File: src/rtl/serv_irq_pkg.sv
// Shared definitions for the external-interrupt arbiter: FSM state encoding
// and the supported source-count limit.
package serv_irq_pkg;

    typedef enum logic [1:0] {
        IDLE   = 2'd0,
        PEND   = 2'd1,
        ACTIVE = 2'd2
    } irq_state_e;

    localparam int unsigned MAX_N_SRC = 16;

endpackage

File: src/rtl/serv_irq_arb_prio.sv
// Fixed-priority encoder: index 0 has the highest priority.
// valid is high when any request bit is set; id is the lowest set index.
module serv_irq_arb_prio
    import serv_irq_pkg::*;
#(
    parameter int unsigned N   = 4,
    parameter int unsigned IDW = 2
) (
    input  logic [N-1:0]   req,
    output logic           valid,
    output logic [IDW-1:0] id
);

    // Scan upward; the first set bit found wins.
    always_comb begin
        valid = 1'b0;
        id    = '0;
        for (int unsigned i = 0; i < N; i++) begin
            if (req[i] && !valid) begin
                valid = 1'b1;
                id    = IDW'(i);
            end
        end
    end

endmodule

File: src/rtl/serv_irq_arb.sv
// External-interrupt arbiter/sequencer feeding the CSR unit's meip input.
// Picks one enabled pending source by fixed priority, holds o_meip until
// trap entry, then tracks the handler until mret so only one source is in
// service at a time.
// Optional feature: define SERV_IRQ_EDGE_EN to add per-source edge mode
// (port i_cfg_edge); without it every source is level-sensitive.
module serv_irq_arb
    import serv_irq_pkg::*;
#(
    parameter int unsigned N_SRC          = 4,
    parameter string       RESET_STRATEGY = "MINI"
) (
    input  logic                      i_clk,
    input  logic                      i_rst,
    input  logic [N_SRC-1:0]          i_src,
    input  logic                      i_cfg_we,
    input  logic [N_SRC-1:0]          i_cfg_mask,
`ifdef SERV_IRQ_EDGE_EN
    input  logic [N_SRC-1:0]          i_cfg_edge,
`endif
    output logic [N_SRC-1:0]          o_mask,
    output logic [N_SRC-1:0]          o_pending,
    output logic                      o_meip,
    input  logic                      i_ext_taken,
    input  logic                      i_mret_done,
    output logic [$clog2(N_SRC)-1:0]  o_claim_id,
    output logic                      o_active
);

    localparam int unsigned IDW     = $clog2(N_SRC);
    localparam bit          RST_ALL = (RESET_STRATEGY != "NONE");

    irq_state_e       state, state_next;
    logic [N_SRC-1:0] mask_q;
    logic [N_SRC-1:0] pending;
    logic [N_SRC-1:0] eligible;
    logic [IDW-1:0]   claim_q;
    logic             win_valid;
    logic [IDW-1:0]   win_id;

    // Mask register; a write lands on the next edge, so arbitration in the
    // same cycle still sees the old mask.
    always_ff @(posedge i_clk) begin
        if (i_rst && RST_ALL) begin
            mask_q <= '0;
        end else if (i_cfg_we) begin
            mask_q <= i_cfg_mask;
        end
    end

`ifdef SERV_IRQ_EDGE_EN
    logic [N_SRC-1:0] edge_q;
    logic [N_SRC-1:0] src_q;
    logic [N_SRC-1:0] latch_q;
    logic [N_SRC-1:0] clr;

    // Clear the claimed source's latched edge as it enters service.
    always_comb begin
        clr = '0;
        if (state == PEND && i_ext_taken) begin
            clr = N_SRC'(1) << claim_q;
        end
    end

    // Edge-mode latch: a rising edge sets, entry to service clears, and a
    // set in the same cycle as a clear wins.
    always_ff @(posedge i_clk) begin
        if (i_rst && RST_ALL) begin
            edge_q  <= '0;
            src_q   <= '0;
            latch_q <= '0;
        end else begin
            if (i_cfg_we) begin
                edge_q <= i_cfg_edge;
            end
            src_q   <= i_src;
            latch_q <= (latch_q & ~clr) | (i_src & ~src_q & edge_q);
        end
    end

    assign pending = (edge_q & latch_q) | (~edge_q & i_src);
`else
    assign pending = i_src;
`endif

    assign eligible = pending & mask_q;

    serv_irq_arb_prio #(
        .N   (N_SRC),
        .IDW (IDW)
    ) u_prio (
        .req   (eligible),
        .valid (win_valid),
        .id    (win_id)
    );

    // State register.
    always_ff @(posedge i_clk) begin
        if (i_rst) begin
            state <= IDLE;
        end else begin
            state <= state_next;
        end
    end

    // Next-state logic; stray completion pulses in the wrong state are ignored.
    always_comb begin
        state_next = state;
        unique case (state)
            IDLE:    if (win_valid)   state_next = PEND;
            PEND:    if (i_ext_taken) state_next = ACTIVE;
            ACTIVE:  if (i_mret_done) state_next = IDLE;
            default:                  state_next = IDLE;
        endcase
    end

    // Claimed id is captured only on the IDLE->PEND decision and then frozen.
    always_ff @(posedge i_clk) begin
        if (i_rst && RST_ALL) begin
            claim_q <= '0;
        end else if (state == IDLE && win_valid) begin
            claim_q <= win_id;
        end
    end

    // Output decode from the current state.
    always_comb begin
        o_meip   = (state == PEND);
        o_active = (state == ACTIVE);
    end

    assign o_mask     = mask_q;
    assign o_pending  = eligible;
    assign o_claim_id = claim_q;

endmodule
File: config.mk
export PLATFORM = sky130hd
export DESIGN_NAME = serv_irq_arb
export DESIGN_NICKNAME = d
export VERILOG_FILES = /design/src/rtl/serv_irq_pkg.sv /design/src/rtl/serv_irq_arb_prio.sv /design/src/rtl/serv_irq_arb.sv
export SDC_FILE = /design/constraint.sdc
export NUM_CORES = 1
export LEC_CHECK = 0
export ABC_CLOCK_PERIOD_IN_PS = 1000
export CAP_MARGIN = 20
export CELL_PAD_IN_SITES_DETAIL_PLACEMENT = 2
export CELL_PAD_IN_SITES_GLOBAL_PLACEMENT = 2
export CORE_MARGIN = 3
export CORE_UTILIZATION = 16
export CTS_CLUSTER_SIZE = 10
export DETAILED_ROUTE_END_ITERATION = 6
export PLACE_DENSITY_LB_ADDON = 0.1
export SKIP_LAST_GASP = 1
export SYNTH_ARGS = -nofsm -noshare
export SYNTH_HDL_FRONTEND = slang
export SYNTH_HIERARCHICAL = 1
export SYNTH_SLANG_ARGS = --single-unit
File: constraint.sdc
create_clock -name i_clk -period 1 [get_ports i_clk]
set_clock_uncertainty 0.05 [all_clocks]
set_input_delay 0.25 -clock i_clk [delete_from_list [all_inputs] [get_ports i_clk]]
set_output_delay 0.25 -clock i_clk [all_outputs]
set_load 0.05 [all_outputs]
Word-level counts from Yosys, hierarchy flattened:

Cells that the tools add are included.

* eq/ne operators: 5
* multiplexer cells: 11
* bitwise logic cells: 1
* reduce and logical (&&, ||, !) cells: 9

Operators with widths (count)
* two-way mux 2 bit: 5
* case mux 2 bit (3 select lines): 1
* two-way mux 1 bit: 5
* AND 4 bit: 1
* logical AND 1 bit: 4
* inequality test 2 bit, second input constant: 2
* logical NOT 1 bit: 3
* AND reduction 3 bit: 1
* equality test 2 x 1 -> 1 bit, second input constant: 1
* equality test 2 bit, second input constant: 1
* logical NOT 2 bit: 1
* inequality test 2 x 1 -> 1 bit, second input constant: 1

* register bits: 8
* input bits: 13
* output and inout port bits: 12
* logic and storage cells: 29

Depth between registers and ports, before layout:

Gate-level depths: netlist of the first run.

* depth after elaboration: 13
* depth in mapped cells: 5
* gate-level depth less buffers: 5

Cells and area by module:

The synthesis of the first run kept the hierarchy.

By module, submodules not included
* serv_irq_arb: times used 1, cells each 36, area an instance 360.3 um^2, seq. area each 160.2 um^2
* serv_irq_arb_prio: times used 1, cells each 7, area an instance 35.0 um^2, seq. area each 0.0 um^2

Worst setup path before layout of the first run:

OpenSTA, ideal clock, no wires.

* path type: register to register
* start: reg mask_q[3] (netlist: o_mask[3])
* end: reg claim_q[0] (netlist: o_claim_id[0])
* library setup time: 72 ps
* data arrival time: 1777 ps
* required time: 878 ps
* slack: -899 ps
* stages on the path, launching flop included: 6
* buffers on the path: 0
* clock period less this slack: 1899 ps
* cells stage by stage: dfxtp_1 > and2_1 > nor2_1 > nand2_1 > nor3b_2 > mux2i_1

* word-level cells in the longest chain between the ends: 4
* elaborated cells on any way between the ends: 5
* classes of those cells: mux (2); bitwise (1); reduce/logical (2)

RTL lines
* start, declared: line serv_irq_arb.sv:34 `logic [N_SRC-1:0] mask_q;`
* start signal, assigned: line serv_irq_arb.sv:47 `mask_q <= i_cfg_mask;`
* AND 4 bit: line serv_irq_arb.sv:86 `assign eligible = pending & mask_q;`
* net o_pending[3]: line serv_irq_arb.sv:22 `output logic [N_SRC-1:0] o_pending,`
* logical AND 1 bit: line serv_irq_arb_prio.sv:19 `if (req[i] && !valid) begin`
* two-way mux 1 bit: line serv_irq_arb_prio.sv:19
* net win_valid: line serv_irq_arb.sv:38 `logic win_valid;`
* logical AND 1 bit: line serv_irq_arb.sv:121 `end else if (state == IDLE && win_valid) begin`
* end signal, assigned: line serv_irq_arb.sv:122 `claim_q <= win_id;`
* end, declared: line serv_irq_arb.sv:37 `logic [IDW-1:0] claim_q;`

The timed path passes the listed nets, and every way through them passes these cells.
A chain may end at the register's enable or synchronous reset.

Worst setup path in the final report of the first run:

* start: reg mask_q[0] (netlist: o_mask[0])
* end: out o_pending[0]

* word-level cells in the longest chain between the ends: 1

RTL lines (line)
* AND 4 bit: serv_irq_arb.sv:86
* end, declared: serv_irq_arb.sv:22

Every way passes these cells.

==> summary.txt, run 1 <==
Worst hold path
  – HP Class: reg -> reg

Logic synthesis
  – Mean Syn Cell Area: 9.195 µm²
  – Dominant cells by area after synthesis: dfxtp_1 41%, mux2i_1 15%, nand2b_1 7.9%, nor2_1 6.6%, and2_1 6.3%
  – Post-synth cell types: 17
  – Post-Synthesis Cells: 43
  – Synth Register Bits: 8
  – Synthesis Warnings: 6
  – Syn Nets: 56
  – Area leader, netlist: dfxtp_1
  – Post-Syn Area: between 300 and 400 µm²
  – Top-area cell type share of the netlist area: 0.4051
  – Seq/Total Area, Yosys: 0.4051

Clock tree
  – CTS tree: done
  – H-tree Lvls: 1
  – Clk slew on worst S/H paths: 70 ps
  – Clock root buffer: clkbuf_4
  – Clk buf depth: 2
  – Clock sink count: 8
  – Total CTS buffers: 3
  – Worst-Skew Late Latency: 260 ps

Finish
  – Area occupied by multi-input gates: 269.0 µm²
  – Register area: 182.7 µm²
  – Fill cells: 249
  – Area growth, synth to finish: 163.9%
  – Share of layout cells above drive strength 1: 0.6477
  – Nets: 102
  – Final std cells w/o fill: 116
  – Ant diodes: 0

Worst setup path
  – Element type at the critical path end: output port
  – Slowest CP cell: dfxtp_4
  – CP peak stage delay: ~340 ps
  – Crit path max-delay family: flip-flops
  – Crit-path cells: and2_4, buf_6, buf_12
  – Critical path class: reg -> out
  – Worst Setup Start Kind: register
  – Worst path arrival time: 1000 ps
  – WP data required: 700 ps
  – Crit Path Max Fanout: 2
  – Critical path buffers and inverters: 2

Power and ir drop
  – Fraction of power consumed by sequential logic: 0.329
  – Tot Pwr: roughly 1.1 mW
  – Sw Share: 0.3156
  – Clock network power share: 0.262
  – Pwr Density: 1031 nW/µm²
  – Logic pwr share: 0.409
  – Peak supply drop: approximately 0.6 mV
  – Switching pwr: 339.7 µW
  – Leakage: 0.4447 nW
  – Int Pwr: 736.6 µW

Drt
  – Pre-Repair DR Iteration Count: 3
  – Antenna Nets Post-Route: 0
  – # DRC: 0
  – Drt via density: approximately 4.1
  – 1st-iter DRT viols: 4
  – Wirelength per Cell: 13.16 µm
  – Via count: 475
  – DRT Wirelength: ~1.5 mm

Placement
  – GP Congestion: 0.6616
  – Inst Count DP: between 100 and 150
  – Port Buffers: 24
  – Post-detail-place hpwl: 1.187 mm

Die
  – Row cnt: 17
  – Initial Utilization: 0.1737
  – Core area: roughly 2300 µm²
  – Die Height: 55.71 µm
  – Ports: 25
  – Die X: 55.71 µm
  – DIE AREA: 3104 µm²

Global route
  – Vias in the first global route: roughly 540
  – Largest net degree at the start of global routing: 6
  – Total gr overflow: 0
  – Overall Global Routing Usage: 0.1074
  – First-pass GRT wire length: 2.553 mm
  – Initial antenna violation count: 0

Timing
  – Final slew viol count: 0
  – Achievable Freq: 0.7691 GHz
  – Worst-Margin Slew: around 270 ps
  – RSZ-0062 raised after global routing: true
  – Hold Vio Cnt, Final: 0
  – Slew HR: 0.8162
  – Post-layout min period: between 1000 and 1500 ps
  – Fin worst setup slack: -300.2 ps
  – Fin crit share: 1.300
  – Setup-failing EPs final: 16

Run status
  – Status: complete, but fails checks
  – Failing checks: negative setup slack

Flow run
  – Max-cap violations: 0
## Yosys cell counts
cell type,count
nor2_1,7
nor2b_1,1
buf_2,1
mux2i_1,6
nand2_1,1
a21oi_2,2
or3b_1,1
nand3b_1,1
dfxtp_1,8
clkbuf_2,1
and2b_1,1
inv_1,1
and2_1,4
nand2b_1,5
nor3_1,1
nor3b_2,1
a2111oi_1,1
## power by group through the flow
stage	sequential, mW	clock [mW]	combinational, mW
floorplan	0.406	0	0.137
global placement	0.365	0	0.388
detailed placement	0.365	0	0.393
CTS	0.355	0.295	0.433
global route	0.358	0.327	0.467
finish	0.354	0.282	0.440
## registers in the layout, summed over array words and instances, names as in the netlist
register / count
o_claim_id: 2
o_mask: 4
state: 2
## through the flow
stage	setup TNS, ps	worst slack, ps	utilization	hold WS (ps)	area (µm²)
floorplan	-1150	-348.5	-	296.7	435.4
global placement	-4506	-495.5	0.4002	460.1	910.9
detailed placement	-4621	-557.0	0.4002	463.1	910.9
CTS	-3223	-307.4	0.4475	459.1	1018
global route	-3872	-337.8	0.4585	519.8	1044
finish	-3111	-300.2	0.4585	471.7	1044
## cell families (layout without fill, tap and decap cells)
group | count (synthesis) | count (layout) | share of synthesized area
and+or+nand+nor | 23 | 23 | 0.3386
buffers and inverters | 3 | 48 | 0.03478
AOI/OAI and AO/OA | 3 | 3 | 0.06963
muxes | 6 | 6 | 0.1519
DFF | 8 | 8 | 0.4051
## tightest hold or removal path, stage by stage, from the launching register on
cell and delay [ps]:
dfxtp_2 330, nand2b_1 70, mux2i_1 70
## placed cells by master (no fill, tap or decap)
cell,Yosys,final
buf_12,0,12
buf_4,0,11
buf_6,0,8
clkdlybuf4s50_1,0,7
mux2i_1,6,6
nor2_1,7,5
nand2b_1,5,5
dlygate4sd2_1,0,5
dfxtp_4,0,5
and2_4,0,4
clkbuf_4,0,3
dfxtp_2,0,3
a21oi_2,2,2
nor2_2,0,2
and2b_4,0,1
nor2b_4,0,1
nor3b_4,0,1
or3b_4,0,1
nand3b_1,1,1
a2111oi_1,1,1
clkbuf_1,0,1
inv_2,0,1
nor3_4,0,1
nand2_2,0,1
## cell type report
class                   instances  share of cell area
repair buffers                 43              0.5048
inverters                       1            0.003597
multi-input cells              32              0.2578
flip-flops and latches          8              0.1751
well taps                      28             0.03357
clock buffers                   4             0.02518
## metal layers
| metal | track usage | vias to the layer above | part of all wire |
|---|---|---|---|
| met1 | 0.1168 | 227 | 0.40 |
| met4 | 0.04167 | 0 | 0.0098 |
| li1 | - | 232 | - |
| met3 | 0.03248 | 2 | 0.044 |
| met5 | 0 | - | 0 |
| met2 | 0.1926 | 14 | 0.54 |
## repair_timing
action | CTS | global route
gates resized for setup | 18 | 7
buffers inserted | 6 | 2
endpoints found under the setup margin | 20 | 16
hold buffers | 0 | 0
pin swaps | 6 | 3
## worst paths after layout
path / from / endpoint / depth (start not counted) / slack (ps)
setup reg to reg: o_mask[3] / o_claim_id[0] / 5 / -200
setup / recovery: o_mask[0] / o_pending[0] / 3 / -300
hold reg to reg: o_claim_id[0] / o_claim_id[0] / 2 / 470
hold / removal: o_claim_id[0] / o_claim_id[0] / 2 / 470
Note: power is estimated with default switching activity, not from simulation.
==> inputs of run 2 (changes only) <==
--- a/config.mk
+++ b/config.mk
@@ -5,15 +5,16 @@
 export SDC_FILE = /design/constraint.sdc
 export NUM_CORES = 1
 export LEC_CHECK = 0
-export ABC_CLOCK_PERIOD_IN_PS = 1000
+export ABC_CLOCK_PERIOD_IN_PS = 1550
 export CAP_MARGIN = 20
 export CELL_PAD_IN_SITES_DETAIL_PLACEMENT = 2
 export CELL_PAD_IN_SITES_GLOBAL_PLACEMENT = 2
 export CORE_MARGIN = 3
-export CORE_UTILIZATION = 16
+export CORE_UTILIZATION = 19
 export CTS_CLUSTER_SIZE = 10
 export DETAILED_ROUTE_END_ITERATION = 6
 export PLACE_DENSITY_LB_ADDON = 0.1
+export SKIP_CTS_REPAIR_TIMING = 1
 export SKIP_LAST_GASP = 1
 export SYNTH_ARGS = -nofsm -noshare
 export SYNTH_HDL_FRONTEND = slang
==> constraint.sdc (replaced) <==
create_clock -name i_clk -period 1.55 [get_ports i_clk]
set_clock_uncertainty 0.05 [all_clocks]
set_input_delay 0.3875 -clock i_clk [delete_from_list [all_inputs] [get_ports i_clk]]
set_output_delay 0.3875 -clock i_clk [all_outputs]
set_load 0.05 [all_outputs]
==> run 2 against run 1 <==
Effect of this change:
- final cell count down 16%
- largest cell class unchanged
- worst hold slack better by 6.0 ps
- the flow still finishes with violations (negative setup slack)
- clock-buffer cell count fell by 1
- setup slack gained 260 ps
- non-clock buffer count decreased by 15
- critical path type is now in -> out
- sequential cell count unchanged
- register-to-register slack better by 480 ps
- largest power group is now registers
- die area is 14% lower
- utilization up 0.89 points
==> summary.txt, run 2 (synthesis gave the netlist of run 1 again) <==
Worst setup path
  – Crit path max-delay family: buffers and inverters (was flip-flops)
  – Worst Setup Start Kind: input pin (was register)
  – Worst r2r path cells: 5 (unchanged)
  – CP peak stage delay: 470 ps (was 340 ps)
  – Slowest CP cell: clkdlybuf4s50_1 (was dfxtp_4)
  – R2R Path Start: o_mask[3] (unchanged)
  – Crit-path cells: clkdlybuf4s50_1, and2_4, buf_12 (was and2_4, buf_6, buf_12)
  – Worst path arrival time: 1150 ps (was 1000 ps)
  – Critical path class: in -> out (was reg -> out)
  – Element type at the critical path end: output port (unchanged)
  – R2R setup slack: 280 ps (was -200 ps)
  – Worst flop-to-flop path endpoint: o_claim_id[0] (unchanged)
  – Crit Path Max Fanout: 3 (was 2)
  – Critical path buffers and inverters: 2 (unchanged)
  – WP data required: 1110 ps (was 700 ps)

Drt
  – Wirelength per Cell: 12.77 µm (was 13.16 µm)
  – DRT Wirelength: 1.239 mm (was 1.527 mm)
  – Pre-Repair DR Iteration Count: 2 (was 3)
  – # DRC: 0 (unchanged)
  – Via count: 407 (was 475)
  – 1st-iter DRT viols: 2 (was 4)
  – Drt via density: 4.196 (was 4.095)
  – Antenna Nets Post-Route: 0 (unchanged)

Finish
  – Most frequent cells in the layout: 12 x buf_12, 9 x clkdlybuf4s50_1, 7 x nor2_1 (was 12 x buf_12, 11 x buf_4, 8 x buf_6)
  – Share of layout cells above drive strength 1: 0.4444 (was 0.6477)
  – Max reg flops: 4 (unchanged)
  – Fill cells: 203 (was 249)
  – Area occupied by multi-input gates: 239.0 µm² (was 269.0 µm²)
  – Most common cell after layout, fill and taps aside: buf_12 (unchanged)
  – Final Util: 0.4673 (was 0.4585)
  – Ant diodes: 0 (unchanged)
  – Register area: 165.2 µm² (was 182.7 µm²)
  – Fin area: 859.6 µm² (was 1044 µm²)
  – Area growth, synth to finish: 117.4% (was 163.9%)
  – Nets: 87 (was 102)

Global route
  – Met3 Usage GRT: 0.02865 (was 0.03248)
  – Most Crowded Layer GR: met2 (unchanged)
  – Met2 GRT Util: 0.1907 (was 0.1926)
  – Vias in the first global route: 458 (was 537)
  – Overall Global Routing Usage: 0.1054 (was 0.1074)
  – M1 GR Usage: 0.1159 (was 0.1168)
  – First-pass GRT wire length: 2.063 mm (was 2.553 mm)
  – Initial antenna violation count: 0 (unchanged)
  – Largest net degree at the start of global routing: 8 (was 6)
  – Total gr overflow: 0 (unchanged)

Power and ir drop
  – Leakage: 0.3735 nW (was 0.4447 nW)
  – Sw Share: 0.3071 (was 0.3156)
  – Logic pwr share: 0.360 (was 0.409)
  – Fraction of power consumed by sequential logic: 0.385 (was 0.329)
  – Int Pwr: 429.2 µW (was 736.6 µW)
  – Clock network power share: 0.255 (was 0.262)
  – Peak supply drop: 0.3542 mV (was 0.6097 mV)
  – Switching pwr: 190.2 µW (was 339.7 µW)
  – Pwr Density: 720.7 nW/µm² (was 1031 nW/µm²)

Clock tree
  – Clock root buffer: clkbuf_4 (unchanged)
  – Clock sink count: 8 (unchanged)
  – Worst-Skew Late Latency: 250 ps (was 260 ps)
  – Total CTS buffers: 3 (unchanged)
  – Clk buf depth: 2 (unchanged)
  – H-tree Lvls: 1 (unchanged)
  – Clk slew on worst S/H paths: 60 ps (was 70 ps)
  – CTS tree: done (unchanged)

Worst hold path
  – Hold depth: 1 (was 2)
  – Endpoint, Worst Hold: state[0] (was o_claim_id[0])
  – Hold Startpoint: state[1] (was o_claim_id[0])
  – HP Class: reg -> reg (unchanged)

Run status
  – Status: complete, but fails checks (unchanged)
  – Failing checks: negative setup slack (unchanged)

Placement
  – GP Congestion: 0.6701 (was 0.6616)
  – Placed Area: 813.3 µm² (was 910.9 µm²)
  – Setup Slack @ Placement: -217.7 ps (was -557.0 ps)
  – Post-detail-place hpwl: 1.075 mm (was 1.187 mm)
  – Port Buffers: 24 (unchanged)

Timing
  – Worst-Margin Slew: 272.1 ps (was 275.0 ps)
  – Achievable Freq: 0.6295 GHz
  – Fin worst setup slack: -38.54 ps (was -300.2 ps)
  – Post-layout min period: 1589 ps
  – Setup-failing EPs final: 1 (was 16)
  – Fin crit share: 1.025
  – Final slew viol count: 0 (unchanged)
  – Slew HR: 0.8184 (was 0.8162)
  – Setup TNS: -38.54 ps (was -3111 ps)
  – Hold Vio Cnt, Final: 0 (unchanged)
  – RSZ-0062 raised after global routing: true (unchanged)

Flow run
  – Max-cap violations: 0 (unchanged)

Die
  – Ports: 25 (unchanged)
  – Die Height: 51.62 µm (was 55.71 µm)
  – Initial Utilization: 0.2150 (was 0.1737)
  – Die X: 51.62 µm (was 55.71 µm)
  – Core area: 1839 µm² (was 2276 µm²)
  – Row cnt: 15 (was 17)
  – DIE AREA: 2664 µm² (was 3104 µm²)
## run 2: cell count changes in the layout (fill, tap and decap cells not counted), sizes merged
cell,previous run,this run
clkdlybuf4s50,7,9
buf,31,16
clkbuf,4,3
dlymetal6s2s,0,3
dlygate4sd2,5,0
## run 2: final cells by class
class | count | area share
Timing Repair Buffer | 28 | 0.4629
Tap cell | 25 | 0.03639
Inverter | 1 | 0.004367
Sequential cell | 8 | 0.1921
Multi-Input combinational cell | 32 | 0.2780
Clock buffer | 3 | 0.02620
## run 2: worst reg2reg max path, cell delays in order (launching register included)
cell and delay, ps:
dfxtp_2 360, and2_4 180, nor2_1 60, nand2_1 70
nor3b_2 260, mux2i_1 230
## run 2: metrics by stage
stage / hold slack (ps) / power [mW] / cells
floorplan: 420.6 / 0.3427 / 43
global placement: 458.7 / 0.4602 / 93
detailed placement: 472.7 / 0.4638 / 93
CTS: 483.8 / 0.6258 / 96
global route: 516.3 / 0.6651 / 97
finish: 477.7 / 0.6195 / 97
## run 2: metal layers
metal	wire length (µm)	share of wire	up-vias
li1	-	-	200
met1	501	0.40	195
met2	669	0.54	10
met3	56	0.045	2
met4	12	0.0097	0
met5	0	0	-
## run 2: power groups by stage
| stage | sequential [mW] | combinational (mW) | clock, mW |
|---|---|---|---|
| final | 0.239 | 0.223 | 0.158 |
| after global routing | 0.241 | 0.236 | 0.188 |
| after CTS | 0.237 | 0.223 | 0.166 |
| after detailed placement | 0.242 | 0.222 | 0 |
| after global placement | 0.241 | 0.219 | 0 |
| after floorplan | 0.262 | 0.0806 | 0 |
## run 2: how the worst max path moves through the flow
stage | start | to | cells past startpoint
finish | i_src[2] | o_pending[2] | 3
global route | i_src[2] | o_pending[2] | 3
CTS | i_src[2] | o_pending[2] | 3
detailed placement | i_src[2] | o_claim_id[0] | 6
global placement | i_src[2] | o_claim_id[1] | 6
floorplan | state[1] | o_active | 1
